## src/rtl/mem_access_if.sv

```systemverilog
// Data bus between the MEM stage and the data memory: req/ack handshake
// with byte enables. The stage is the master, the memory the slave.
interface mem_access_if;
    logic        req;
    logic        we;
    logic [31:0] addr;
    logic [3:0]  be;
    logic [31:0] wdata;
    logic        ack;
    logic [31:0] rdata;

    modport master (
        output req, we, addr, be, wdata,
        input  ack, rdata
    );

    modport slave (
        input  req, we, addr, be, wdata,
        output ack, rdata
    );
endinterface

```

## src/rtl/mem_access.sv

```systemverilog
// HYmips MEM stage: issues loads/stores on the data bus, formats sub-word
// load/store data, flags misaligned addresses and stalls the pipeline
// while a bus access is outstanding.
module mem_access (
    input  logic             clk,
    input  logic             rst,
    input  logic [5:0]       stop,
    input  logic [4:0]       wd_i,
    input  logic             wreg_i,
    input  logic [31:0]      wdata_i,
    input  logic [3:0]       memop_i,
    input  logic [31:0]      memaddr_i,
    input  logic [31:0]      memdata_i,
    output logic [4:0]       mem_wd,
    output logic             mem_wreg,
    output logic [31:0]      mem_wdata,
    output logic             stallreq,
    mem_access_if.master     dbus,
    output logic             exc_adel,
    output logic             exc_ades,
    output logic [31:0]      exc_badvaddr
);

    localparam logic [3:0] OP_LB  = 4'd1;
    localparam logic [3:0] OP_LBU = 4'd2;
    localparam logic [3:0] OP_LH  = 4'd3;
    localparam logic [3:0] OP_LHU = 4'd4;
    localparam logic [3:0] OP_LW  = 4'd5;
    localparam logic [3:0] OP_SB  = 4'd6;
    localparam logic [3:0] OP_SH  = 4'd7;
    localparam logic [3:0] OP_SW  = 4'd8;

    typedef enum logic [1:0] {
        IDLE = 2'd0,
        WAIT = 2'd1,
        DONE = 2'd2
    } state_t;

    state_t      state;
    state_t      state_next;
    logic [31:0] rdata_q;

    logic        is_load;
    logic        is_store;
    logic        misalign;
    logic        mem_op;
    logic [1:0]  lane;
    logic        req;
    logic        stall;
    logic        capture;
    logic [31:0] load_word;
    logic [31:0] shifted;
    logic [31:0] load_data;
    logic [3:0]  be;
    logic [31:0] store_data;
    logic        unused_stop;

    assign unused_stop = ^{stop[5], stop[3:0]};
    assign lane        = memaddr_i[1:0];

    // Decode the operation class and check address alignment.
    always_comb begin
        is_load  = (memop_i >= OP_LB) && (memop_i <= OP_LW);
        is_store = (memop_i >= OP_SB) && (memop_i <= OP_SW);
        misalign = 1'b0;
        case (memop_i)
            OP_LH, OP_LHU, OP_SH: misalign = lane[0];
            OP_LW, OP_SW:         misalign = (lane != 2'b00);
            default:              misalign = 1'b0;
        endcase
        mem_op = (is_load || is_store) && !misalign;
    end

    // State register and captured read word.
    always_ff @(posedge clk or posedge rst) begin
        if (rst) begin
            state   <= IDLE;
            rdata_q <= '0;
        end else begin
            state <= state_next;
            if (capture) begin
                rdata_q <= dbus.rdata;
            end
        end
    end

    // Next-state and handshake control.
    // The word is captured on every accepted ack, including a zero-wait ack
    // in IDLE that moves to DONE because the stage is held: DONE always
    // reads rdata_q, so it must be valid on both entry paths.
    always_comb begin
        state_next = state;
        req        = 1'b0;
        stall      = 1'b0;
        capture    = 1'b0;
        case (state)
            IDLE: begin
                if (mem_op) begin
                    req = 1'b1;
                    if (dbus.ack) begin
                        capture = 1'b1;
                        if (stop[4]) begin
                            state_next = DONE;
                        end
                    end else begin
                        stall      = 1'b1;
                        state_next = WAIT;
                    end
                end
            end
            WAIT: begin
                req   = 1'b1;
                stall = 1'b1;
                if (dbus.ack) begin
                    capture    = 1'b1;
                    state_next = DONE;
                end
            end
            DONE: begin
                if (!stop[4]) begin
                    state_next = IDLE;
                end
            end
            default: state_next = IDLE;
        endcase
    end

    // Load lane selection and sign/zero extension.
    always_comb begin
        load_word = (state == DONE) ? rdata_q : dbus.rdata;
        shifted   = load_word >> {lane, 3'b000};
        load_data = load_word;
        case (memop_i)
            OP_LB:   load_data = {{24{shifted[7]}}, shifted[7:0]};
            OP_LBU:  load_data = {24'h000000, shifted[7:0]};
            OP_LH:   load_data = {{16{shifted[15]}}, shifted[15:0]};
            OP_LHU:  load_data = {16'h0000, shifted[15:0]};
            default: load_data = load_word;
        endcase
    end

    // Byte enables and replicated store data.
    always_comb begin
        be         = 4'b0000;
        store_data = '0;
        if (mem_op) begin
            case (memop_i)
                OP_SB: begin
                    be         = 4'b0001 << lane;
                    store_data = {4{memdata_i[7:0]}};
                end
                OP_SH: begin
                    be         = lane[1] ? 4'b1100 : 4'b0011;
                    store_data = {2{memdata_i[15:0]}};
                end
                OP_SW: begin
                    be         = 4'b1111;
                    store_data = memdata_i;
                end
                default: be = 4'b1111;
            endcase
        end
    end

    // Output drive; everything is forced low while reset is asserted.
    always_comb begin
        mem_wd       = '0;
        mem_wreg     = 1'b0;
        mem_wdata    = '0;
        stallreq     = 1'b0;
        dbus.req     = 1'b0;
        dbus.we      = 1'b0;
        dbus.addr    = '0;
        dbus.be      = '0;
        dbus.wdata   = '0;
        exc_adel     = 1'b0;
        exc_ades     = 1'b0;
        exc_badvaddr = '0;
        if (!rst) begin
            mem_wd     = wd_i;
            mem_wreg   = misalign ? 1'b0 : wreg_i;
            mem_wdata  = (is_load && !misalign) ? load_data : wdata_i;
            stallreq   = stall;
            dbus.req   = req;
            dbus.we    = req && is_store;
            dbus.addr  = {memaddr_i[31:2], 2'b00};
            dbus.be    = be;
            dbus.wdata = store_data;
            exc_adel   = misalign && is_load;
            exc_ades   = misalign && is_store;
            if (misalign) begin
                exc_badvaddr = memaddr_i;
            end
        end
    end

endmodule
```

## src/flat_wrapper.sv

```systemverilog
// flat-port wrapper written by rule: the top's interface ports become plain ports
module mem_access_flat 
  (clk, rst, stop, wd_i, wreg_i, wdata_i, memop_i, memaddr_i, memdata_i, mem_wd, mem_wreg, mem_wdata, stallreq, exc_adel, exc_ades, exc_badvaddr, dbus_req, dbus_we, dbus_addr, dbus_be, dbus_wdata, dbus_ack, dbus_rdata);
  mem_access_if dbus_i ();
  input  logic clk;
  input  logic rst;
  input  logic [5:0] stop;
  input  logic [4:0] wd_i;
  input  logic wreg_i;
  input  logic [31:0] wdata_i;
  input  logic [3:0] memop_i;
  input  logic [31:0] memaddr_i;
  input  logic [31:0] memdata_i;
  output logic [4:0] mem_wd;
  output logic mem_wreg;
  output logic [31:0] mem_wdata;
  output logic stallreq;
  output logic exc_adel;
  output logic exc_ades;
  output logic [31:0] exc_badvaddr;
  output wire logic [$bits(dbus_i.req)-1:0] dbus_req;
  output wire logic [$bits(dbus_i.we)-1:0] dbus_we;
  output wire logic [$bits(dbus_i.addr)-1:0] dbus_addr;
  output wire logic [$bits(dbus_i.be)-1:0] dbus_be;
  output wire logic [$bits(dbus_i.wdata)-1:0] dbus_wdata;
  input wire logic [$bits(dbus_i.ack)-1:0] dbus_ack;
  input wire logic [$bits(dbus_i.rdata)-1:0] dbus_rdata;
  assign dbus_req = dbus_i.req;
  assign dbus_we = dbus_i.we;
  assign dbus_addr = dbus_i.addr;
  assign dbus_be = dbus_i.be;
  assign dbus_wdata = dbus_i.wdata;
  assign dbus_i.ack = dbus_ack;
  assign dbus_i.rdata = dbus_rdata;
  mem_access u_core (.clk(clk), .rst(rst), .stop(stop), .wd_i(wd_i), .wreg_i(wreg_i), .wdata_i(wdata_i), .memop_i(memop_i), .memaddr_i(memaddr_i), .memdata_i(memdata_i), .mem_wd(mem_wd), .mem_wreg(mem_wreg), .mem_wdata(mem_wdata), .stallreq(stallreq), .dbus(dbus_i), .exc_adel(exc_adel), .exc_ades(exc_ades), .exc_badvaddr(exc_badvaddr));
endmodule
```

## config.mk

```make
export PLATFORM = sky130hd
export DESIGN_NAME = mem_access_flat
export DESIGN_NICKNAME = d
export VERILOG_FILES = /design/src/rtl/mem_access_if.sv /design/src/rtl/mem_access.sv /design/src/flat_wrapper.sv
export SDC_FILE = /design/constraint.sdc
export NUM_CORES = 1
export LEC_CHECK = 0
export CELL_PAD_IN_SITES_DETAIL_PLACEMENT = 0
export CELL_PAD_IN_SITES_GLOBAL_PLACEMENT = 2
export CORE_MARGIN = 3
export CORE_UTILIZATION = 17
export DETAILED_ROUTE_END_ITERATION = 16
export PLACE_DENSITY_LB_ADDON = 0.1
export SLEW_MARGIN = 30
export SYNTH_ARGS = -nofsm -noshare
export SYNTH_HDL_FRONTEND = slang
export SYNTH_SLANG_ARGS = --single-unit
```

## constraint.sdc

```tcl
create_clock -name clk -period 5.22 [get_ports clk]
set_clock_uncertainty 0.2 [all_clocks]
set_input_delay 1.566 -clock clk [delete_from_list [all_inputs] [get_ports clk]]
set_output_delay 1.566 -clock clk [all_outputs]
set_load 0.01 [all_outputs]
```

==> reports/qor.csv <==
metric,value,unit
r2r worst-path depth,3,
Adder-Cell Fraction of Synth Area,0,%
setup violators final,0,
post-synthesis mux area share,17.7,%
worst endpoint data arrival time,3370,ps
Max VDD drop,124,uV
share of cells above drive strength 1,29.6,%
outcome,"complete, no violations",
Die Y,160,um
largest net degree at the start of global routing,65,
power consumption,1.48,mW
vias in the first global route,5627,
first-pass GRT wire length,34900,um
cells after synthesis,536,
Period minus WS final,5130,ps
nets@finish,1025,
"buffers from clock root to sink, at most",2,
Slew @ Worst Pin,622,ps
Die W,160,um
via total after detailed routing,5325,
Syn Std Cell Area,0.00403,mm^2
CTS sink cnt,34,
pwr dens,185,mW/mm^2
n_diodes,0,
via/cell ratio,4.47,
CP Max Fanout,5,
Synth Warn #,0,
maximum clock rate,0.195,GHz
relative slew slack,58.4,%
leakage,3.59,nW
DR DRC count,0,
largest family of logic cells by synthesized area,simple AND/OR/NAND/NOR gates,
drt total wl,22900,um
Cell variety after synth,51,
fin crit share,98.3,%
simple-gate portion of the synthesized area,28.1,%
XOR/XNOR share of the synthesized area,0.217,%
Routed Antenna Nets,0,
TritonCTS buffer count,5,
ys async rst share,100,%
Initial DRC Count,236,
Rows,55,
RSZ-0062 raised after global routing,true,
Die ar.,0.0256,mm^2
Mean Syn Cell Area,7.51,um^2
Synth Area in Compound Gates,24.9,%
Core Area,0.0230,mm^2
Slowest cell on crit path,a211o_1,
DR WL/cell,19.2,um
Slowest Stage Delay on Critical Path,310,ps
max_cap viols,0,
Final WS setup,88.2,ps
grt total ovfl,0,
CTS clock-pin slew for the worst setup and hold paths,60,ps
register area share after synthesis,21.1,%
placed cell area,0.00770,mm^2
PortBufs,282,
clock latency on the worst-skew pair,280,ps
IO Count,290,
TritonRoute pass-1 iters,4,
H-tree levels,2,
initial antenna violation count,0,
Crit. End Element,output port,
critical path class,input pin to output port,
CP Cell Sequence,buf_2 > buf_6 > nor2_2 > a22oi_2 > a211o_1 > buf_4 > buf_6 > a221oi_2 > a21oi_2 > a221oi_2 > buf_2,
worst slack at placement,-986,ps
initial core utilization,17.5,%
final hold vios,0,
GRT Util Overall,17.3,%
Layout Utilization,34.7,%
Post-synth EDFFs,0,
Worst Path Required,3450,ps
Synth Register Bits,34,
Layout area overhead,98.2,%
Synth Flop Type,dfrtp_1,
Max Slew Vio Count,0,
DP Wirelength,18200,um
post-route cell area,0.00798,mm^2
hold-critical path depth,1,
gp weighted congestion,0.811,
CTS tree,yes,
CTS root buf,clkbuf_16,
worst min path class,flip-flop to flip-flop,
startpoint types,input pin,
cells in the final DEF, fill, tap and decap left out, types with 10 or more instances in the layout:
cell type and n:
a221oi_2 11, a21o_1 12, mux2_2 10, buf_2 64, clkdlybuf4s50_1 165, nor2b_1 66
mux2_1 30, o21ai_0 11, nor2_1 26, buf_6 15, o31ai_1 15, buf_4 88
nand3_1 17, clkbuf_2 12, dlygate4sd2_1 28, inv_1 12, a21oi_1 37, nand2_1 63
dfrtp_1 34, mux2i_1 24
area by class of cell:
class	count	area, um^2
clock inverters	2	12.5
inverters	13	48.8
well taps	313	392
clock buffers	6	139
multi-input cells	434	3150
repair buffers	390	3390
flip-flops and latches	34	851
fillers	2504	15000
logic make-up (layout without fill, tap and decap cells):
group,Yosys count,in the layout
buf+inv,69,411
compound gates,150,150
mux,65,65
simple gates,216,216
other cells,1,2
xor+xnor,1,1
flops,34,34
sequential cells by signal (all words and copies together) (netlist names):
name and count:
u_core.rdata_q 32, u_core.state 2
per-stage QoR:
stage / std cells / hold slack [ps] / TNS (ps)
floorplan: 537 / 250 / 0
global placement: 1164 / 267 / -72190
detailed placement: 1164 / 271 / -75700
CTS: 1190 / 285 / -35.1
global route: 1192 / 299 / -23.5
finish: 1192 / 285 / 0
synth_stat cells, types with 2 or more instances:
cell | number | area (um^2)
nand2_1 | 63 | 236
a21oi_1 | 43 | 215
buf_4 | 5 | 37.5
nor2_1 | 29 | 109
inv_1 | 12 | 45.0
o22ai_1 | 6 | 37.5
and3_1 | 2 | 12.5
clkbuf_1 | 32 | 120
buf_2 | 12 | 60.1
a211oi_1 | 10 | 75.1
o31ai_1 | 18 | 135
a22oi_1 | 10 | 75.1
nor2b_1 | 68 | 425
mux2_2 | 10 | 113
and3b_1 | 5 | 43.8
o22a_1 | 2 | 17.5
buf_6 | 3 | 33.8
nor3_1 | 5 | 25.0
or3_1 | 6 | 37.5
o21ai_0 | 14 | 70.1
a2111oi_0 | 2 | 17.5
buf_1 | 4 | 15.0
o211ai_1 | 2 | 15.0
dfrtp_1 | 34 | 851
mux2_1 | 30 | 338
and2_1 | 9 | 56.3
a21o_1 | 12 | 90.1
o21bai_1 | 2 | 15.0
a31oi_1 | 7 | 43.8
o21ai_1 | 2 | 10.0
nor3b_1 | 2 | 15.0
nand3_1 | 17 | 85.1
a221oi_1 | 14 | 123
mux2i_1 | 24 | 240
nand2b_1 | 4 | 25.0
layer usage:
layer	track usage [%]	vias up	wire length, um
met3	3.27	15	1220
met5	0	-	0
met4	1.74	0	201
met1	21.8	2554	9670
met2	31.7	160	11800
li1	-	2596	-
timing repair:
item | CTS | global route
gates cloned | 2 | 0
pin swaps | 24 | 6
endpoints found under the setup margin | 106 | 78
hold endpoints to repair | 0 | 0
hold buffers | 0 | 0
gates resized for setup | 382 | 63
buffers inserted | 16 | 2
worst paths after layout:
check,from,endpoint,slack [ps]
min in group asynchronous,rst,u_core.rdata_q[5]$_DFFE_PP0P_,1310
setup / recovery,memop_i[0],mem_wdata[12],90
hold / removal,u_core.rdata_q[23]$_DFFE_PP0P_,u_core.rdata_q[23]$_DFFE_PP0P_,280
max in group asynchronous,rst,u_core.rdata_q[10]$_DFFE_PP0P_,3040
hold reg to reg,u_core.rdata_q[23]$_DFFE_PP0P_,u_core.rdata_q[23]$_DFFE_PP0P_,280
setup reg to reg,u_core.state[1]$_DFFE_PP0P_,u_core.rdata_q[21]$_DFFE_PP0P_,3330
worst max-delay path, delay by kind of cell:
| family | cells | cell delay (ps) |
|---|---|---|
| AO/OA/AOI/OAI | 5 | 960 |
| buffers and inverters | 5 | 730 |
| AND/OR/NAND/NOR | 1 | 110 |
power by group:
group | internal, mW | switching, mW | total [mW]
Combinational | 0.403 | 0.367 | 0.771
Clock | 0.189 | 0.121 | 0.310
Sequential | 0.351 | 0.0468 | 0.398
Power figures use the tool's default switching activity.
==> RTL change (same settings) <==
Make the reset (`rst`) synchronous in one clocked block.
--- a/src/rtl/mem_access.sv
+++ b/src/rtl/mem_access.sv
@@ -73,5 +73,5 @@
 
     // State register and captured read word.
-    always_ff @(posedge clk or posedge rst) begin
+    always_ff @(posedge clk) begin
         if (rst) begin
             state   <= IDLE;
Behaviour: same outputs for any inputs over 4 cycles, from zero or initial values and one cycle with rst high; that may be too few to reach the edited logic, so the function may still have changed.
==> RTL change against the original RTL <==
Via count rose by 2.9%. Worst setup slack gained 7.0 ps. Fmax is 0.14% higher. Largest cell class unchanged. Final area increased by 1.9%. Total power decreased by 19%. First-iteration DRC count grew 6.8%. Sequential cell count unchanged. Routed wire length fell by 7.6%. Area after synthesis shrank 0.65%.
==> RTL change: results (changes against the original RTL) <==
via count = 5,481 (+2.9%)
sequential area share after synthesis = 17.0% (-4.1 points)
Critical Path End = mem_wdata[27]
Reg2Reg Setup Slack = 3420 ps (+90 ps)
Worst-Margin Slew = 753 ps (+131 ps)
worst hold path endpoint = u_core.rdata_q[18]
Filler cells = 2,428 (-3.0%)
max layer used = met5
syn avg cell area = 6.83 sq um (-9.1%)
post-place setup slack = -771 ps (+215 ps)
GRT Total Usage = 15.6% (-1.8 points)
hold depth = 2 (+1)
worst-path fanout max = 4 (-1)
WP data arrival = 3360 ps (about the same)
top post-synthesis cells by area = dfxtp_1, mux2i_1, nor2b_1
Detailed Route Iter0 Violations = 252 (+6.8%)
Yosys top cell area share = 17.0% (-4.1 points)
Via density = 4.44 (-0.57%)
DP Area = 0.00765 sq mm (-0.60%)
fin nets = 1,067 (+4.1%)
share of post-route cells with drive strength above 1 = 24.1% (-5.5 points)
grt met3 use = 3.90% (+0.63 points)
wl on met1 = 8760 microns (-9.4%)
synth cell count leaders = nand2_1, nor2_1, nor2b_1
status = finished clean
met3 WL = 1380 microns (+13%)
-- RTL change: cell count changes after synthesis, moves of 18 or more --
cell     delta
dfxtp_1    +34
o31ai_1    -18
nor2_1     +43
mux2_1     -30
mux2i_1    +30
dfrtp_1    -34
nand2_1    +21
-- RTL change: final cells by class --
class	instances	share of cell area (%)
inverter	6	0.277
sequential	34	8.37
clock buffer	7	1.75
timing repair buffer	384	43.5
multi-input combinational	489	41.2
tap	313	4.81
clock inverter	1	0.0615
-- RTL change: critical path, cell delays in order --
cell and delay, ps:
dlygate4sd2_1 260, mux4_2 490, a22oi_2 180, nor4_2 70
buf_4 150, buf_4 150, o21ai_2 140, a21oi_1 70
dlygate4sd2_1 290
-- RTL change: where the power goes --
part,internal [mW],switching (mW)
sequential,0.276,0.00861
combinational,0.324,0.293
clock,0.189,0.115
total,0.789,0.416
-- RTL change: logic make-up (layout without fill, tap and decap cells) --
group / Yosys count / in the layout / synth area share [%]
AND/OR/NAND/NOR: 279 / 279 / 34.5
AO/OA/AOI/OAI: 139 / 139 / 23.4
multiplexers: 68 / 68 / 17.7
buffers and inverters: 64 / 398 / 7.07
flip-flops: 34 / 34 / 17.0
other: 1 / 2 / 0.0937
XOR/XNOR: 1 / 1 / 0.219
-- RTL change: what timing repair did --
action	4_1_cts	5_1_grt
buffers inserted	17	2
setup endpoints to repair	106	94
resized for setup	206	106
pin swaps	12	13
hold buffers	0	0
gates cloned	1	2
-- RTL change: per-stage QoR --
stage	util (%)	setup TNS (ps)	hold slack, ps
2_1_floorplan	-	0	259
6_report	35.5	0	295
3_3_place_gp	33.4	-64210	274
3_5_place_dp	33.4	-63550	286
4_1_cts	35.1	-18.4	300
5_1_grt	35.5	-5.67	326
